[src/rtl/fft_bin_streamer.sv]
// fft_bin_streamer
//
// Captures one 16-bin FFT frame into a local buffer on an fft_valid pulse. It
// then streams the bins out one per beat. Each beat carries its magnitude-squared.
// A peak-bin report follows every completed frame.
//
// Ports:
//   clk                 system clock, rising edge
//   rst                 asynchronous, active-low reset
//   fft_valid           one-cycle pulse, fft_d0..fft_d15 valid in that cycle
//   fft_d0..fft_d15     bin words: [31:16] signed real, [15:0] signed imaginary
//   out_valid/out_ready beat handshake (see below)
//   out_bin             bin index of the presented beat
//   out_re, out_im      signed real / imaginary part of the presented bin
//   out_mag             unsigned re*re + im*im
//   out_last            high on the final (bin 15) beat
//   busy                high whenever the FSM is not IDLE
//   peak_valid          one-cycle pulse after the final beat is accepted
//   peak_bin            bin with the largest magnitude in the last completed frame
//   drop_cnt            frames refused while a frame was in flight (saturating)
//   state_dbg           current FSM state (IDLE=0, LOAD=1, SEND=2)
//
// Handshake: a beat transfers on a rising edge where out_valid && out_ready.
// While out_valid is high and out_ready is low, every out_* signal holds.
// out_valid only falls after the final beat has transferred.

module fft_bin_streamer #(
    parameter int NBINS = 16,
    parameter int CNTW  = 8
) (
    input  logic            clk,
    input  logic            rst,
    input  logic            fft_valid,
    input  logic [31:0]     fft_d0,
    input  logic [31:0]     fft_d1,
    input  logic [31:0]     fft_d2,
    input  logic [31:0]     fft_d3,
    input  logic [31:0]     fft_d4,
    input  logic [31:0]     fft_d5,
    input  logic [31:0]     fft_d6,
    input  logic [31:0]     fft_d7,
    input  logic [31:0]     fft_d8,
    input  logic [31:0]     fft_d9,
    input  logic [31:0]     fft_d10,
    input  logic [31:0]     fft_d11,
    input  logic [31:0]     fft_d12,
    input  logic [31:0]     fft_d13,
    input  logic [31:0]     fft_d14,
    input  logic [31:0]     fft_d15,
    output logic            out_valid,
    input  logic            out_ready,
    output logic [3:0]      out_bin,
    output logic [15:0]     out_re,
    output logic [15:0]     out_im,
    output logic [31:0]     out_mag,
    output logic            out_last,
    output logic            busy,
    output logic            peak_valid,
    output logic [3:0]      peak_bin,
    output logic [CNTW-1:0] drop_cnt,
    output logic [1:0]      state_dbg
);

    localparam logic [1:0] IDLE = 2'd0;
    localparam logic [1:0] LOAD = 2'd1;
    localparam logic [1:0] SEND = 2'd2;

    localparam logic [3:0] LAST_BIN = 4'(NBINS - 1);

    logic [1:0]  state;
    logic [31:0] frame_buf [NBINS];
    logic [31:0] fft_in    [NBINS];
    logic [3:0]  idx;
    logic [31:0] peak_mag;
    logic [3:0]  peak_idx;

    logic        handshake;
    logic        final_beat;
    logic        capture;
    logic        drop;

    // Bin that the output registers take at the next edge: bin 0 in LOAD,
    // otherwise the successor of the beat being accepted.
    logic [3:0]         ld_idx;
    logic [31:0]        ld_word;
    logic signed [31:0] ld_re;
    logic signed [31:0] ld_im;
    logic signed [31:0] re_sq;
    logic signed [31:0] im_sq;
    logic [31:0]        ld_mag;

    always_comb begin
        fft_in[0]  = fft_d0;
        fft_in[1]  = fft_d1;
        fft_in[2]  = fft_d2;
        fft_in[3]  = fft_d3;
        fft_in[4]  = fft_d4;
        fft_in[5]  = fft_d5;
        fft_in[6]  = fft_d6;
        fft_in[7]  = fft_d7;
        fft_in[8]  = fft_d8;
        fft_in[9]  = fft_d9;
        fft_in[10] = fft_d10;
        fft_in[11] = fft_d11;
        fft_in[12] = fft_d12;
        fft_in[13] = fft_d13;
        fft_in[14] = fft_d14;
        fft_in[15] = fft_d15;
    end

    assign handshake  = out_valid && out_ready;
    assign final_beat = (state == SEND) && handshake && (idx == LAST_BIN);
    // A new frame is taken when idle or exactly as the last beat leaves.
    // Anything else that arrives mid-frame is refused.
    assign capture    = fft_valid && ((state == IDLE) || final_beat);
    assign drop       = fft_valid && !capture;

    always_comb begin
        ld_idx  = (state == LOAD) ? 4'd0 : idx + 4'd1;
        ld_word = frame_buf[ld_idx];
        // Square in 32 bits.
        // (-32768)^2 = 2^30, so each square fits.
        // The unsigned sum peaks at exactly 2^31.
        ld_re   = 32'(signed'(ld_word[31:16]));
        ld_im   = 32'(signed'(ld_word[15:0]));
        re_sq   = ld_re * ld_re;
        im_sq   = ld_im * ld_im;
        ld_mag  = $unsigned(re_sq) + $unsigned(im_sq);
    end

    always_ff @(posedge clk or negedge rst) begin
        if (!rst) begin
            state      <= IDLE;
            idx        <= '0;
            out_valid  <= 1'b0;
            out_re     <= '0;
            out_im     <= '0;
            out_mag    <= '0;
            out_last   <= 1'b0;
            peak_valid <= 1'b0;
            peak_bin   <= '0;
            peak_mag   <= '0;
            peak_idx   <= '0;
            drop_cnt   <= '0;
            for (int i = 0; i < NBINS; i++) frame_buf[i] <= '0;
        end else begin
            peak_valid <= 1'b0;

            if (drop && (drop_cnt != '1)) drop_cnt <= drop_cnt + CNTW'(1);

            if (capture) begin
                for (int i = 0; i < NBINS; i++) frame_buf[i] <= fft_in[i];
            end

            case (state)
                IDLE: begin
                    if (capture) begin
                        idx   <= '0;
                        state <= LOAD;
                    end
                end
                LOAD: begin
                    out_valid <= 1'b1;
                    out_re    <= ld_word[31:16];
                    out_im    <= ld_word[15:0];
                    out_mag   <= ld_mag;
                    out_last  <= 1'b0;
                    idx       <= ld_idx;
                    peak_mag  <= '0;
                    peak_idx  <= '0;
                    state     <= SEND;
                end
                SEND: begin
                    if (handshake) begin
                        if (idx == LAST_BIN) begin
                            out_valid  <= 1'b0;
                            out_last   <= 1'b0;
                            // The last beat still competes for the peak; strict
                            // compare keeps the lower index on a tie.
                            peak_bin   <= (out_mag > peak_mag) ? LAST_BIN : peak_idx;
                            peak_valid <= 1'b1;
                            if (capture) begin
                                idx   <= '0;
                                state <= LOAD;
                            end else begin
                                state <= IDLE;
                            end
                        end else begin
                            if (out_mag > peak_mag) begin
                                peak_mag <= out_mag;
                                peak_idx <= idx;
                            end
                            idx      <= ld_idx;
                            out_re   <= ld_word[31:16];
                            out_im   <= ld_word[15:0];
                            out_mag  <= ld_mag;
                            out_last <= (ld_idx == LAST_BIN);
                        end
                    end
                end
                default: state <= IDLE;
            endcase
        end
    end

    assign out_bin   = idx;
    assign busy      = (state != IDLE);
    assign state_dbg = state;

endmodule

[config.mk]
export PLATFORM = sky130hd
export DESIGN_NAME = fft_bin_streamer
export DESIGN_NICKNAME = d
export VERILOG_FILES = /design/src/rtl/fft_bin_streamer.sv
export SDC_FILE = /design/constraint.sdc
export NUM_CORES = 2
export LEC_CHECK = 0
export CORE_MARGIN = 3
export CORE_UTILIZATION = 57
export DETAILED_ROUTE_END_ITERATION = 12
export PLACE_DENSITY = 0.82
export SLEW_MARGIN = 10
export SYNTH_ARGS = -nofsm -noshare
export SYNTH_HDL_FRONTEND = slang
export SYNTH_SLANG_ARGS = --single-unit
[constraint.sdc]
create_clock -name clk -period 11.7 [get_ports clk]
set_input_delay 2.34 -clock clk [delete_from_list [all_inputs] [get_ports clk]]
set_output_delay 2.34 -clock clk [all_outputs]
set_load 0.05 [all_outputs]
==> results.md <==
Finish:
- The number of nets in the layout is roughly 7000.
- The area growth from synthesis to layout is 19.7%.
- The final non-filler cell total is about 7000.
- The share of cells above drive strength 1 is 5.64%.

Clock network:
- The clock tree from TritonCTS is yes.
- The number of levels the H-tree was split into is 3.
- After clock tree synthesis, the flow added hold-fix buffers numbering 0.
- The clock reaches the later pin of the worst-skew pair after roughly 0.66 ns.
- The number of setup buffers added after CTS is 0.
- Clock-pin slew was measured on the worst setup and hold paths at approximately 0.070 ns.
- For this design, the sink count on the clock tree is roughly 630.
- The clock passes through at most 3 buffers.
- The count of cells resized by post-cts repair is 0.
- Buffers inserted during clock tree synthesis total 73.
- The tree is rooted in a sky130_fd_sc_hd__clkbuf_16.

Place:
- The congestion estimate from routability-driven global placement came to about 1.
- At the placement stage, the worst setup path has a slack of 1.27 ns.
- The count of input and output buffers is around 600.
- Once detailed placement completed, the half-perimeter wirelength came to 120000 microns.
- The cell count after placement is 6746.

Routing:
- The pre-antenna-repair detailed-routing pass consisted of 6 iterations.
- In the routed design, unresolved DRC markers number 0.
- Summed over all layers, the routed wires come to ~150000 microns.
- The via count of the routed design is 38800.
- The wire length per cell is 22.4 microns.
- The detailed-route vias per instance is ~5.6.
- The remaining antenna violation count after routing is 0.
- After the first detailed-routing iteration, the DRC count stood at 4209.

STA:
- The maximum operating frequency is 94.0 MHz.
- Setup total negative slack on the finished layout was measured at 0 ns.
- Setup repair after global routing left no endpoint under its margin.
- The number of failing hold endpoints at the final stage is 0.
- The minimum clock period is 10.64 ns.
- Final hold analysis gives a worst-case slack of between 0.4 and 0.5 ns.
- The largest clock skew in the final design is 0.0398 ns.
- The max-slew violation count came to 0.
- Setup violations remaining at the end of the flow were counted as 0.
- The final period utilization is roughly nine tenths.
- Across all setup checks in the final design, the least slack found is between 1 and 1.5 ns.
- The normalized max-slew margin is between 15 and 20%.
- At the pin with the least slew margin, the transition time is 1.23 ns.

Synth:
- sky130_fd_sc_hd__nand2_1 is the most common cell in the netlist.
- Of the post-synthesis cell area, the dominant cell type holds approximately a third.
- Dividing the synthesized area by the synthesized cell count gives 8.89 sq um.
- The netlist area before placement is roughly 0.047 sq mm.
- The commonest cells after synthesis are sky130_fd_sc_hd__nand2_1, sky130_fd_sc_hd__inv_1, sky130_fd_sc_hd__dfrtp_1, sky130_fd_sc_hd__fa_1, sky130_fd_sc_hd__nor2_1.
- The fraction of synthesis flops using an asynchronous set or reset pin is 100%.
- The synthesized netlist contains 74 unique library cells.
- The synthesized netlist net count is 6503.
- The leading register cell type out of synthesis is sky130_fd_sc_hd__dfrtp_1.
- In this run, synthesis inferred 0 flip-flops with an integrated enable.
- Summing the sequential cell areas from Yosys gives around 34% of the chip area.
- The register bit total from synthesis is approximately 630.
- The largest area contributor in the synthesized netlist is sky130_fd_sc_hd__dfrtp_1.
- For this run, the number of Yosys warnings is 0.
- The instance count of the mapped netlist is 5283.
- Yosys attributes the largest share of cell area to sky130_fd_sc_hd__dfrtp_1, sky130_fd_sc_hd__fa_1, sky130_fd_sc_hd__nand2_1.

Die:
- Once the floorplan was initialized, standard cells occupied 57.9% of the core.
- The vertical die dimension is about 290 microns.
- The width of the die is a little under 300 microns.
- The number of cell rows is 104.
- The number of top-level pins is 602.
- The floorplan step defined a core boundary enclosing roughly 0.081 sq mm.
- The area of the die is 0.0859 sq mm.

Global routing:
- The fraction of met2 tracks used by global routing is between 50 and 60%.
- For this run, global-route usage on met1 was measured as about 49%.
- For this run, global-route usage on met3 was measured as 8.15%.
- The sum of overflow across all layers after global routing is 0.
- The first-pass GRT wire length is ~240000 microns.
- The initial antenna violation count came to 17.
- Entering global routing, the biggest net connects 239 pins.
- The number of global-route vias before repair is approximately 40000.
- The overall track demand over capacity in global routing is 36.5%.
- The highest-utilization routing layer at the global route stage is met2.

Worst setup path:
- The critical path launch point is state_dbg[1].
- The family with the most delay on the worst path is adder cells.
- The most prevalent standard cell on the critical path is sky130_fd_sc_hd__fa_1.
- Among all stages on the critical path, the largest delay is contributed by sky130_fd_sc_hd__o21ai_1.
- The delay of the slowest cell on the worst path is between 0.7 and 0.8 ns.
- The buffer and inverter count on the worst path is 8.
- The category of the worst setup path launch point is a flip-flop.
- STA classifies the critical path endpoint as a flip-flop.
- The required time reported for the critical path endpoint is 12.19 ns.
- In this run the worst path has a maximum fanout of 56.
- The critical path is of the flip-flop to flip-flop type.
- The launch instance of the worst register-to-register path is state_dbg[1].
- STA puts the critical path data arrival time at between 10 and 15 ns.

Min path:
- The startpoint identified for the worst hold timing path is frame_buf[317].
- The worst min-delay path class is flip-flop to flip-flop.

Run:
- The max-cap violation count is 0.

Status:
- The run finished with clean final reports.
-- final timing paths --
kind	end	slack [ns]	cells past startpoint
worst max register to register	out_mag[31]	1.06	32
worst min register to register	frame_buf[317]	0.47	2
worst max-delay path	out_mag[31]	1.06	32
max in group asynchronous	frame_buf[314]	7.65	3
worst min-delay path	frame_buf[317]	0.47	2
min in group asynchronous	frame_buf[140]	1.73	1
-- cell type report --
| type | count | area, sq um |
|---|---|---|
| multi-input cells | 3723 | 27300 |
| fillers | 6146 | 24900 |
| flip-flops and latches | 633 | 15800 |
| repair buffers | 664 | 6620 |
| inverters | 666 | 2500 |
| clock buffers | 95 | 2020 |
| well taps | 1060 | 1330 |
| clock inverters | 38 | 519 |
| diodes | 18 | 45.0 |
-- per-layer routing --
metal	share of wire, %	vias up
met1	38	19100
met4	5.7	4
met2	45	2168
li1	-	17200
met5	0.016	-
met3	11	437
-- kinds of logic (layout without fill, tap and decap cells) --
logic type,after synthesis,after routing,synth area share [%]
and+or+nand+nor,2418,2418,20.3
buffers and inverters,927,1463,8.20
adders and majority gates,704,704,27.0
DFF,633,633,33.7
AOI/OAI and AO/OA,347,347,4.71
muxes,192,192,4.83
xor gates and xnor gates,61,61,1.14
other,1,19,0.00798
-- cells in the final DEF, fill, tap and decap left out, types with 17 or more instances in the layout --
| cell | Yosys | layout |
|---|---|---|
| sky130_fd_sc_hd__nor2_1 | 199 | 199 |
| sky130_fd_sc_hd__mux2_2 | 39 | 39 |
| sky130_fd_sc_hd__mux2i_1 | 129 | 129 |
| sky130_fd_sc_hd__xnor2_1 | 40 | 40 |
| sky130_fd_sc_hd__diode_2 | 0 | 18 |
| sky130_fd_sc_hd__xor2_1 | 21 | 21 |
| sky130_fd_sc_hd__nand3_1 | 145 | 145 |
| sky130_fd_sc_hd__fa_1 | 519 | 519 |
| sky130_fd_sc_hd__or2_2 | 19 | 19 |
| sky130_fd_sc_hd__dfrtp_1 | 633 | 632 |
| sky130_fd_sc_hd__a21oi_1 | 42 | 42 |
| sky130_fd_sc_hd__buf_4 | 21 | 53 |
| sky130_fd_sc_hd__ha_1 | 185 | 185 |
| sky130_fd_sc_hd__clkdlybuf4s50_1 | 0 | 600 |
| sky130_fd_sc_hd__nand2_1 | 1961 | 1960 |
| sky130_fd_sc_hd__mux4_2 | 24 | 24 |
| sky130_fd_sc_hd__nand2b_1 | 21 | 19 |
| sky130_fd_sc_hd__o21ai_2 | 15 | 17 |
| sky130_fd_sc_hd__inv_1 | 655 | 655 |
| sky130_fd_sc_hd__clkbuf_16 | 0 | 73 |
| sky130_fd_sc_hd__o21ai_0 | 152 | 152 |
-- metrics by stage --
stage	instance area [sq um]	util, %
floorplan	47000	-
global placement	53600	66.2
detailed placement	53600	66.2
CTS	56200	69.3
global route	56200	69.3
finish	56200	69.3
-- flip-flops by register name (all words and copies together) (netlist names) --
| name | cells |
|---|---|
| frame_buf | 512 |
| out_mag | 32 |
| peak_mag | 32 |
| out_im | 16 |
| out_re | 16 |
| drop_cnt | 8 |
| out_bin | 4 |
| peak_bin | 4 |
| peak_idx | 4 |
| state_dbg | 2 |
| out_last | 1 |
| out_valid | 1 |
| peak_valid | 1 |
-- worst reg2reg max path, delay by kind of cell (launching register included) --
kind	cells	cell delay, ns
AO/OA/AOI/OAI	7	1.98
XOR/XNOR	1	0.16
adder cells (fa/ha/maj)	10	4.87
buffers and inverters	8	1.42
flip-flops	1	0.42
AND/OR/NAND/NOR	6	1.59
Power is not shown: default switching activity piles up to over one toggle a cycle in this logic, so the estimate is an artifact.
